[config.mk]
export PLATFORM = sky130hd
export DESIGN_NAME = oam_dma_sched
export DESIGN_NICKNAME = d
export VERILOG_FILES = /design/src/rtl/oam_dma_sched.sv
export SDC_FILE = /design/constraint.sdc
export NUM_CORES = 1
export LEC_CHECK = 0
export CAP_MARGIN = 0
export CORE_MARGIN = 1
export CORE_UTILIZATION = 45
export CTS_BUF_LIST = sky130_fd_sc_hd__clkbuf_16
export DETAILED_ROUTE_END_ITERATION = 10
export GPL_ROUTABILITY_DRIVEN = 0
export PLACE_DENSITY_LB_ADDON = 0.25
export SKIP_LAST_GASP = 1
export SLEW_MARGIN = 20
export SYNTH_ARGS = -nofsm -noshare
export SYNTH_HDL_FRONTEND = slang
export SYNTH_SLANG_ARGS = --single-unit
[constraint.sdc]
create_clock -name clk -period 3.5 [get_ports clk]
set_clock_uncertainty 0.15 [all_clocks]
set_input_delay 0.7 -clock clk [delete_from_list [all_inputs] [get_ports clk]]
set_output_delay 0.7 -clock clk [all_outputs]
set_load 0.005 [all_outputs]
[src/rtl/oam_dma_sched.sv]
`timescale 1ns/1ps
// Schedules OAM writes from block DMA copies and direct CPU writes,
// deferring every write to cycles where the PPU is not rendering.
module oam_dma_sched #(
  parameter int MEM_AW  = 16,
  parameter int NUM_OBJ = 64,
  parameter int OBJ_AW  = $clog2(NUM_OBJ)
) (
  input  logic              clk,
  input  logic              reset,
  input  logic              rendering,
  input  logic              dma_start,
  input  logic [MEM_AW-1:0] dma_src,
  input  logic [OBJ_AW-1:0] dma_dst,
  input  logic [OBJ_AW:0]   dma_len,
  output logic              busy,
  output logic              done,
  output logic              mem_rd,
  output logic [MEM_AW-1:0] mem_addr,
  input  logic [31:0]       mem_rdata,
  input  logic              wr_req,
  input  logic [OBJ_AW-1:0] wr_addr,
  input  logic [31:0]       wr_data,
  output logic              wr_ack,
  output logic              oam_write,
  output logic [OBJ_AW-1:0] oam_addr,
  output logic [31:0]       oam_data
);

  localparam int LW = OBJ_AW + 1;

  typedef enum logic [1:0] {IDLE, RUN, DRAIN} state_t;

  state_t            state;
  logic [MEM_AW-1:0] src;
  logic [OBJ_AW-1:0] dst;
  logic [LW-1:0]     len;
  logic [LW-1:0]     issue_cnt;
  logic [LW-1:0]     write_cnt;
  logic              rsp_v;
  logic              hold_v;
  logic [OBJ_AW-1:0] hold_idx;
  logic [31:0]       hold_data;

  logic              issue;
  logic [OBJ_AW-1:0] rsp_idx;
  logic [LW-1:0]     norm_len;

  // The read strobe is combinational so the first read lands one cycle after
  // dma_start; a response that would collide with a direct write blocks the issue.
  always_comb begin
    issue    = (state == RUN) && !rendering && !hold_v && !(rsp_v && wr_req);
    mem_rd   = issue;
    mem_addr = issue ? src + MEM_AW'(issue_cnt) : '0;
    rsp_idx  = dst + OBJ_AW'(write_cnt);
    norm_len = (dma_len == '0 || dma_len > LW'(NUM_OBJ)) ? LW'(NUM_OBJ) : dma_len;
  end

  always_ff @(posedge clk or negedge reset) begin
    if (!reset) begin
      state     <= IDLE;
      src       <= '0;
      dst       <= '0;
      len       <= '0;
      issue_cnt <= '0;
      write_cnt <= '0;
      rsp_v     <= 1'b0;
      hold_v    <= 1'b0;
      hold_idx  <= '0;
      hold_data <= '0;
      busy      <= 1'b0;
      done      <= 1'b0;
      wr_ack    <= 1'b0;
      oam_write <= 1'b0;
      oam_addr  <= '0;
      oam_data  <= '0;
    end else begin
      oam_write <= 1'b0;
      wr_ack    <= 1'b0;
      done      <= 1'b0;
      rsp_v     <= issue;

      // Port arbitration: rendering blocks, then direct write, hold, response.
      if (rendering) begin
        if (rsp_v) begin
          hold_v    <= 1'b1;
          hold_idx  <= rsp_idx;
          hold_data <= mem_rdata;
        end
      end else if (wr_req) begin
        oam_write <= 1'b1;
        oam_addr  <= wr_addr;
        oam_data  <= wr_data;
        wr_ack    <= 1'b1;
        if (rsp_v) begin
          hold_v    <= 1'b1;
          hold_idx  <= rsp_idx;
          hold_data <= mem_rdata;
        end
      end else if (hold_v) begin
        oam_write <= 1'b1;
        oam_addr  <= hold_idx;
        oam_data  <= hold_data;
        hold_v    <= 1'b0;
        write_cnt <= write_cnt + LW'(1);
      end else if (rsp_v) begin
        oam_write <= 1'b1;
        oam_addr  <= rsp_idx;
        oam_data  <= mem_rdata;
        write_cnt <= write_cnt + LW'(1);
      end

      case (state)
        IDLE: begin
          if (dma_start) begin
            src       <= dma_src;
            dst       <= dma_dst;
            len       <= norm_len;
            issue_cnt <= '0;
            write_cnt <= '0;
            busy      <= 1'b1;
            state     <= RUN;
          end
        end
        RUN: begin
          if (issue) begin
            issue_cnt <= issue_cnt + LW'(1);
            if (issue_cnt + LW'(1) == len) state <= DRAIN;
          end
        end
        DRAIN: begin
          if (write_cnt == len && !rsp_v && !hold_v) begin
            done  <= 1'b1;
            busy  <= 1'b0;
            state <= IDLE;
          end
        end
        default: state <= IDLE;
      endcase
    end
  end

endmodule

==> flow_metrics.env, run 1 <==
export IMPL_io_buffers=162
export IMPL_place_ws_ps=-75.9
export IMPL_root_buffer="clkbuf_16"
export IMPL_rsz0062_at_grt="true"
export IMPL_critPathKind="reg -> out"
export IMPL_ys_warn_count=0
export IMPL_dr_first_iter_drc_count=363
export IMPL_critPathMaxStageDelay_ps=440
export IMPL_start_kind="register"
export IMPL_clk_latency_ps=410
export IMPL_fin_crit_sh=0.990
export IMPL_wl_per_cell_um=15.6
export IMPL_grt_pass1_wl_um=26400
export IMPL_clockBufferDepth=2
export IMPL_n_antenna_cell=0
export IMPL_total_power_mw=7.19
export IMPL_clkSinkCount=127
export IMPL_stdcell_count=1068
export IMPL_relSlewSlack=0.502
export IMPL_hpwl_um=11400
export IMPL_vias=5673
export IMPL_fp_dieH_um=123
export IMPL_worstMarginPinSlew_ps=747
export IMPL_path_max_fanout=4
export IMPL_ios=163
export IMPL_fin_tns_setup_ps=0
export IMPL_grt_remaining_overflow=0
export IMPL_min_period_ps=3460
export IMPL_die_area_um2=15100
export IMPL_synth_area_um2=6590
export IMPL_cts_buffers=17
export IMPL_ant_nets=0
export IMPL_syn_num_nets=816
export IMPL_slowest_stage="dfrtp_2"
export IMPL_p_leak_nw=4.10
export IMPL_ir_drop_mv=0.333
export IMPL_r2r_end="oam_data[1]"
export IMPL_finalHoldViolCount=0
export IMPL_reg2reg_setup_slack_ps=1080
export IMPL_drtPass1Iterations=4
export IMPL_synthTopCellsByArea="dfrtp_1 48%, nand2_1 7.2%, mux2i_1 5.8%"
export IMPL_wl_um=16700
export IMPL_grt_pass1_vias=5573
export IMPL_synth_cell_types=47
export IMPL_ys_ff_latch=127
export IMPL_required_ps=2650
export IMPL_area_growth_pct=40.3
export IMPL_final_cell_area_um2=9240
export IMPL_synth_seq_area_share=0.482
export IMPL_rr_startpoint="hold_v"
export IMPL_synth_commonest_cells="127 x dfrtp_1, 127 x nand2_1, 71 x o21ai_0"
export IMPL_cts_max_level=4
export IMPL_start_util=0.468
export IMPL_yosysTopAreaCell="dfrtp_1"
export IMPL_placed_area_um2=8440
export IMPL_place_inst=1020
export IMPL_drive_gt1_frac=0.143
export IMPL_drc=0
export IMPL_synthFlopType="dfrtp_1"
export IMPL_synth_edf_count=0
export IMPL_chipWidth_um=123
export IMPL_grt_max_degree=76
export IMPL_drt_vias_per_instance=5.31
export IMPL_core_area_um2=14100
export IMPL_slew_viol_final=0
export IMPL_whs_ps=147
export IMPL_crit_family="compound AO/OA/AOI/OAI gates"
export IMPL_cp_cell_sequence="ha_4 -> o21a_1 -> o21a_1 -> o211ai_1 -> buf_4 -> buf_4 -> or3_1 -> a21oi_1 -> dlygate4sd2_1"
export IMPL_netlist_instances=696
export IMPL_holdBufCountCts=0
export IMPL_reg2reg_depth=6
export IMPL_synth_top_area_share=0.482
export IMPL_critPathBufInv=3
export IMPL_fin_ws_ps=35.8
export IMPL_antenna_found_initial=0
export IMPL_tritoncts="yes"
export IMPL_rows=43
export IMPL_layout_nets=995
export IMPL_arrival_ps=2610
export IMPL_fin_util=0.656
export IMPL_fmax_mhz=289
export IMPL_track_usage=0.225
export IMPL_setup_viol=0
export IMPL_worstHoldPathType="in -> async"
export IMPL_end_kind="output port"
export IMPL_syn_area_per_cell_um2=9.47
export IMPL_power_density_nw_per_um2=777
export IMPL_cap_violations=0
export IMPL_status="finished clean"
export IMPL_clkTransAtPathRegs_ps=50
export IMPL_async_flop_share=1.00
## area by class of cell
class	instances	area, um^2
multi-input cells	518	3290
repair buffers	196	1880
fillers	1107	4850
inverters	15	56.3
flip-flops and latches	127	3180
clock inverters	15	179
clock buffers	17	425
well taps	180	225
## how the worst max path moves through the flow
| stage | endpoint | cells after the start | from | slack [ps] |
|---|---|---|---|---|
| finish | mem_addr[9] | 9 | issue_cnt[6] | 40 |
| global route | mem_addr[7] | 7 | issue_cnt[1] | -80 |
| CTS | mem_addr[13] | 8 | issue_cnt[3] | -120 |
| detailed placement | mem_addr[12] | 5 | rendering | -80 |
| global placement | mem_addr[14] | 5 | rendering | -60 |
| floorplan | mem_addr[14] | 8 | issue_cnt[0] | 710 |
## per-layer routing
metal | global-route usage | vias up | wire length, um
met5 | 0 | - | 0
met4 | 0.0949 | 0 | 365
met3 | 0.0512 | 31 | 983
met2 | 0.383 | 188 | 8020
met1 | 0.274 | 2692 | 7320
li1 | - | 2762 | -
## report_power, final
part / total [mW] / switching (mW) / internal [mW] / leakage (nW)
registers: 2.50 / 0.431 / 2.07 / 1.56
clock network: 1.80 / 0.628 / 1.17 / 0.304
logic: 2.88 / 1.36 / 1.53 / 2.24
## cells by family after synthesis
kind of cell | synth area share
AND/OR/NAND/NOR | 0.170
AO/OA/AOI/OAI | 0.132
flip-flops | 0.482
multiplexers | 0.114
buffers and inverters | 0.0325
XOR/XNOR | 0.0359
adder cells (fa/ha/maj) | 0.0327
## registers in the layout, summed over array words and instances (netlist names), 2 cells and up
register	cells
dst	6
hold_data	32
issue_cnt	7
hold_idx	6
oam_addr	6
len	7
state	2
write_cnt	7
src	16
oam_data	32
## what timing repair did
action,4_1_cts,5_1_grt
resized for setup,20,16
hold endpoints to repair,0,0
pin swaps,5,6
setup endpoints to repair,11,9
cloned,0,0
buffers inserted,8,8
## placed cells by master (no fill, tap or decap), types with 5 or more instances in the layout
| cell type | n |
|---|---|
| clkdlybuf4s50_1 | 151 |
| nand2_1 | 126 |
| dfrtp_1 | 122 |
| o21ai_0 | 69 |
| nor2_1 | 57 |
| a21oi_1 | 52 |
| mux2i_1 | 38 |
| mux2_2 | 33 |
| buf_4 | 33 |
| inv_1 | 17 |
| clkbuf_16 | 17 |
| xor2_1 | 15 |
| xnor2_1 | 12 |
| nand3_1 | 10 |
| nand3b_1 | 9 |
| ha_1 | 9 |
| nor3_1 | 6 |
| nor2b_1 | 6 |
| o31ai_1 | 6 |
| a2111o_1 | 5 |
| or3_1 | 5 |
| dfrtp_2 | 5 |
(Power assumes the default switching activity.)
==> inputs of run 2 (changes only) <==
--- a/config.mk
+++ b/config.mk
@@ -5,6 +5,7 @@
 export SDC_FILE = /design/constraint.sdc
 export NUM_CORES = 1
 export LEC_CHECK = 0
+export ABC_CLOCK_PERIOD_IN_PS = 3500
 export CAP_MARGIN = 0
 export CORE_MARGIN = 1
 export CORE_UTILIZATION = 45
==> results of run 2 <==
No change in the layout: final DEF, timing and power equal those of run 1.
==> inputs of run 3 (changes only) <==
--- a/config.mk
+++ b/config.mk
@@ -9,9 +9,7 @@
 export CAP_MARGIN = 0
 export CORE_MARGIN = 1
 export CORE_UTILIZATION = 45
-export CTS_BUF_LIST = sky130_fd_sc_hd__clkbuf_16
 export DETAILED_ROUTE_END_ITERATION = 10
-export GPL_ROUTABILITY_DRIVEN = 0
 export PLACE_DENSITY_LB_ADDON = 0.25
 export SKIP_LAST_GASP = 1
 export SLEW_MARGIN = 20
==> flow_metrics.env, run 3 (same netlist as run 1, synthesis figures left out) <==
export IMPL_startpoint="issue_cnt[6]"
export IMPL_fp_dieH_um=123
export IMPL_end_kind="output port"
export IMPL_fillers=1106
export IMPL_place_ws_ps=-75.9
export IMPL_rsz0062_at_grt="true"
export IMPL_clkSinkCount=127
export IMPL_power_switching_mw=2.42
export IMPL_rr_startpoint="hold_v"
export IMPL_antenna_found_initial=0
export IMPL_drc=0
export IMPL_multi_input_area_um2=3290
export IMPL_clkTransAtPathRegs_ps=50
export IMPL_cts_buffers=17
export IMPL_fin_ws_ps=32.9
export IMPL_cap_violations=0
export IMPL_n_antenna_cell=0
export IMPL_relSlewSlack=0.507
export IMPL_critPathKind="reg -> out"
export IMPL_die_area_um2=15100
export IMPL_arrival_ps=2620
export IMPL_power_density_nw_per_um2=780
export IMPL_grt_remaining_overflow=0
export IMPL_path_max_fanout=4
export IMPL_fmax_mhz=288
export IMPL_pwr_share_seq=0.346
export IMPL_hpwl_um=11400
export IMPL_rows=43
export IMPL_tritoncts="yes"
export IMPL_area_growth_pct=40.4
export IMPL_place_inst=1020
export IMPL_finalHoldViolCount=0
export IMPL_required_ps=2650
export IMPL_cts_max_level=4
export IMPL_p_int_mw=4.80
export IMPL_core_area_um2=14100
export IMPL_total_power_mw=7.22
export IMPL_drt_vias_per_instance=5.28
export IMPL_min_period_ps=3470
export IMPL_gp_congestion=0.851
export IMPL_worstHoldPathType="in -> async"
export IMPL_wl_um=16700
export IMPL_clockBufferDepth=2
export IMPL_layout_nets=995
export IMPL_biggestRegsByFlops="hold_data (32), oam_data (32), src (16)"
export IMPL_mostFrequentLayoutCell="clkdlybuf4s50_1"
export IMPL_chipWidth_um=123
export IMPL_vias=5643
export IMPL_p_leak_nw=4.10
export IMPL_track_usage=0.225
export IMPL_ios=163
export IMPL_layout_common_cells="151 x clkdlybuf4s50_1, 126 x nand2_1, 122 x dfrtp_1, 69 x o21ai_0, 57 x nor2_1"
export IMPL_grt_pass1_wl_um=26400
export IMPL_drive_gt1_frac=0.144
export IMPL_root_buffer="clkbuf_16"
export IMPL_fin_tns_setup_ps=0
export IMPL_regArea_um2=3180
export IMPL_clkPwrFrac=0.254
export IMPL_grt_max_degree=76
export IMPL_fin_crit_sh=0.991
export IMPL_dr_first_iter_drc_count=364
export IMPL_clk_latency_ps=410
export IMPL_ir_drop_mv=0.336
export IMPL_setup_viol=0
export IMPL_status="finished clean"
export IMPL_wl_per_cell_um=15.6
export IMPL_ant_nets=0
export IMPL_drtPass1Iterations=5
export IMPL_start_util=0.468
export IMPL_grt_pass1_vias=5588
export IMPL_start_kind="register"
export IMPL_stdcell_count=1068
export IMPL_comb_power_share=0.400
export IMPL_switching_share=0.335
export IMPL_slew_viol_final=0
export IMPL_io_buffers=162
export IMPL_worstMarginPinSlew_ps=739
[run 3: changes by cell type in the layout (fill, tap and decap cells not counted), sizes merged]
cell / delta
clkbuf: +4
inv: -3
clkinv: -1
[run 3: worst max-delay path, cell delays in order (launching register included)]
cell and delay [ps]:
dfrtp_2 440, ha_4 280, o21a_1 150, o21a_1 140, o211ai_1 170, buf_4 190
buf_4 120, or3_1 300, a21oi_1 150, dlygate4sd2_1 250
[run 3: cell type report]
cell class              instances  area share
well taps                     180      0.0243
multi-input cells             518       0.356
clock buffers                  21      0.0487
repair buffers                196       0.203
clock inverters                11      0.0177
flip-flops and latches        127       0.344
inverters                      15     0.00609
[run 3: final timing paths]
kind | endpoint | slack, ps | depth (start not counted)
worst max-delay path | mem_addr[9] | 30 | 9
worst min register to register | oam_data[27] | 330 | 2
max in group asynchronous | issue_cnt[6] | 2290 | 2
min in group clk | oam_data[27] | 330 | 2
worst max register to register | oam_data[1] | 1080 | 6
worst min-delay path | hold_data[15] | 150 | 1
[run 3: layer usage]
metal	GRT usage	up-vias	routed length (um)
met3	0.0540	29	934
met1	0.272	2672	7370
met4	0.0949	0	348
li1	-	2761	-
met5	0	-	0
met2	0.384	181	8040
[run 3: metrics by stage]
stage | utilization | cell area (um^2) | hold WS, ps
finish | 0.656 | 9250 | 149
global route | 0.656 | 9250 | 195
CTS | 0.651 | 9180 | 171
detailed placement | 0.599 | 8440 | 322
global placement | 0.599 | 8440 | 310
floorplan | - | 6590 | 254
[run 3: repair_timing]
action	4_1_cts	5_1_grt
pin swaps	5	6
endpoints found under the setup margin	11	9
gates resized for setup	20	16
setup buffers	8	8
hold buffers	0	0
[run 3: power groups by stage]
stage	combinational (mW)	clock (mW)	sequential (mW)
2_1_floorplan	1.70	0	2.42
3_3_place_gp	2.63	0	2.47
3_5_place_dp	2.73	0	2.51
4_1_cts	2.84	1.87	2.49
5_1_grt	3.21	1.94	2.57
6_report	2.89	1.83	2.50
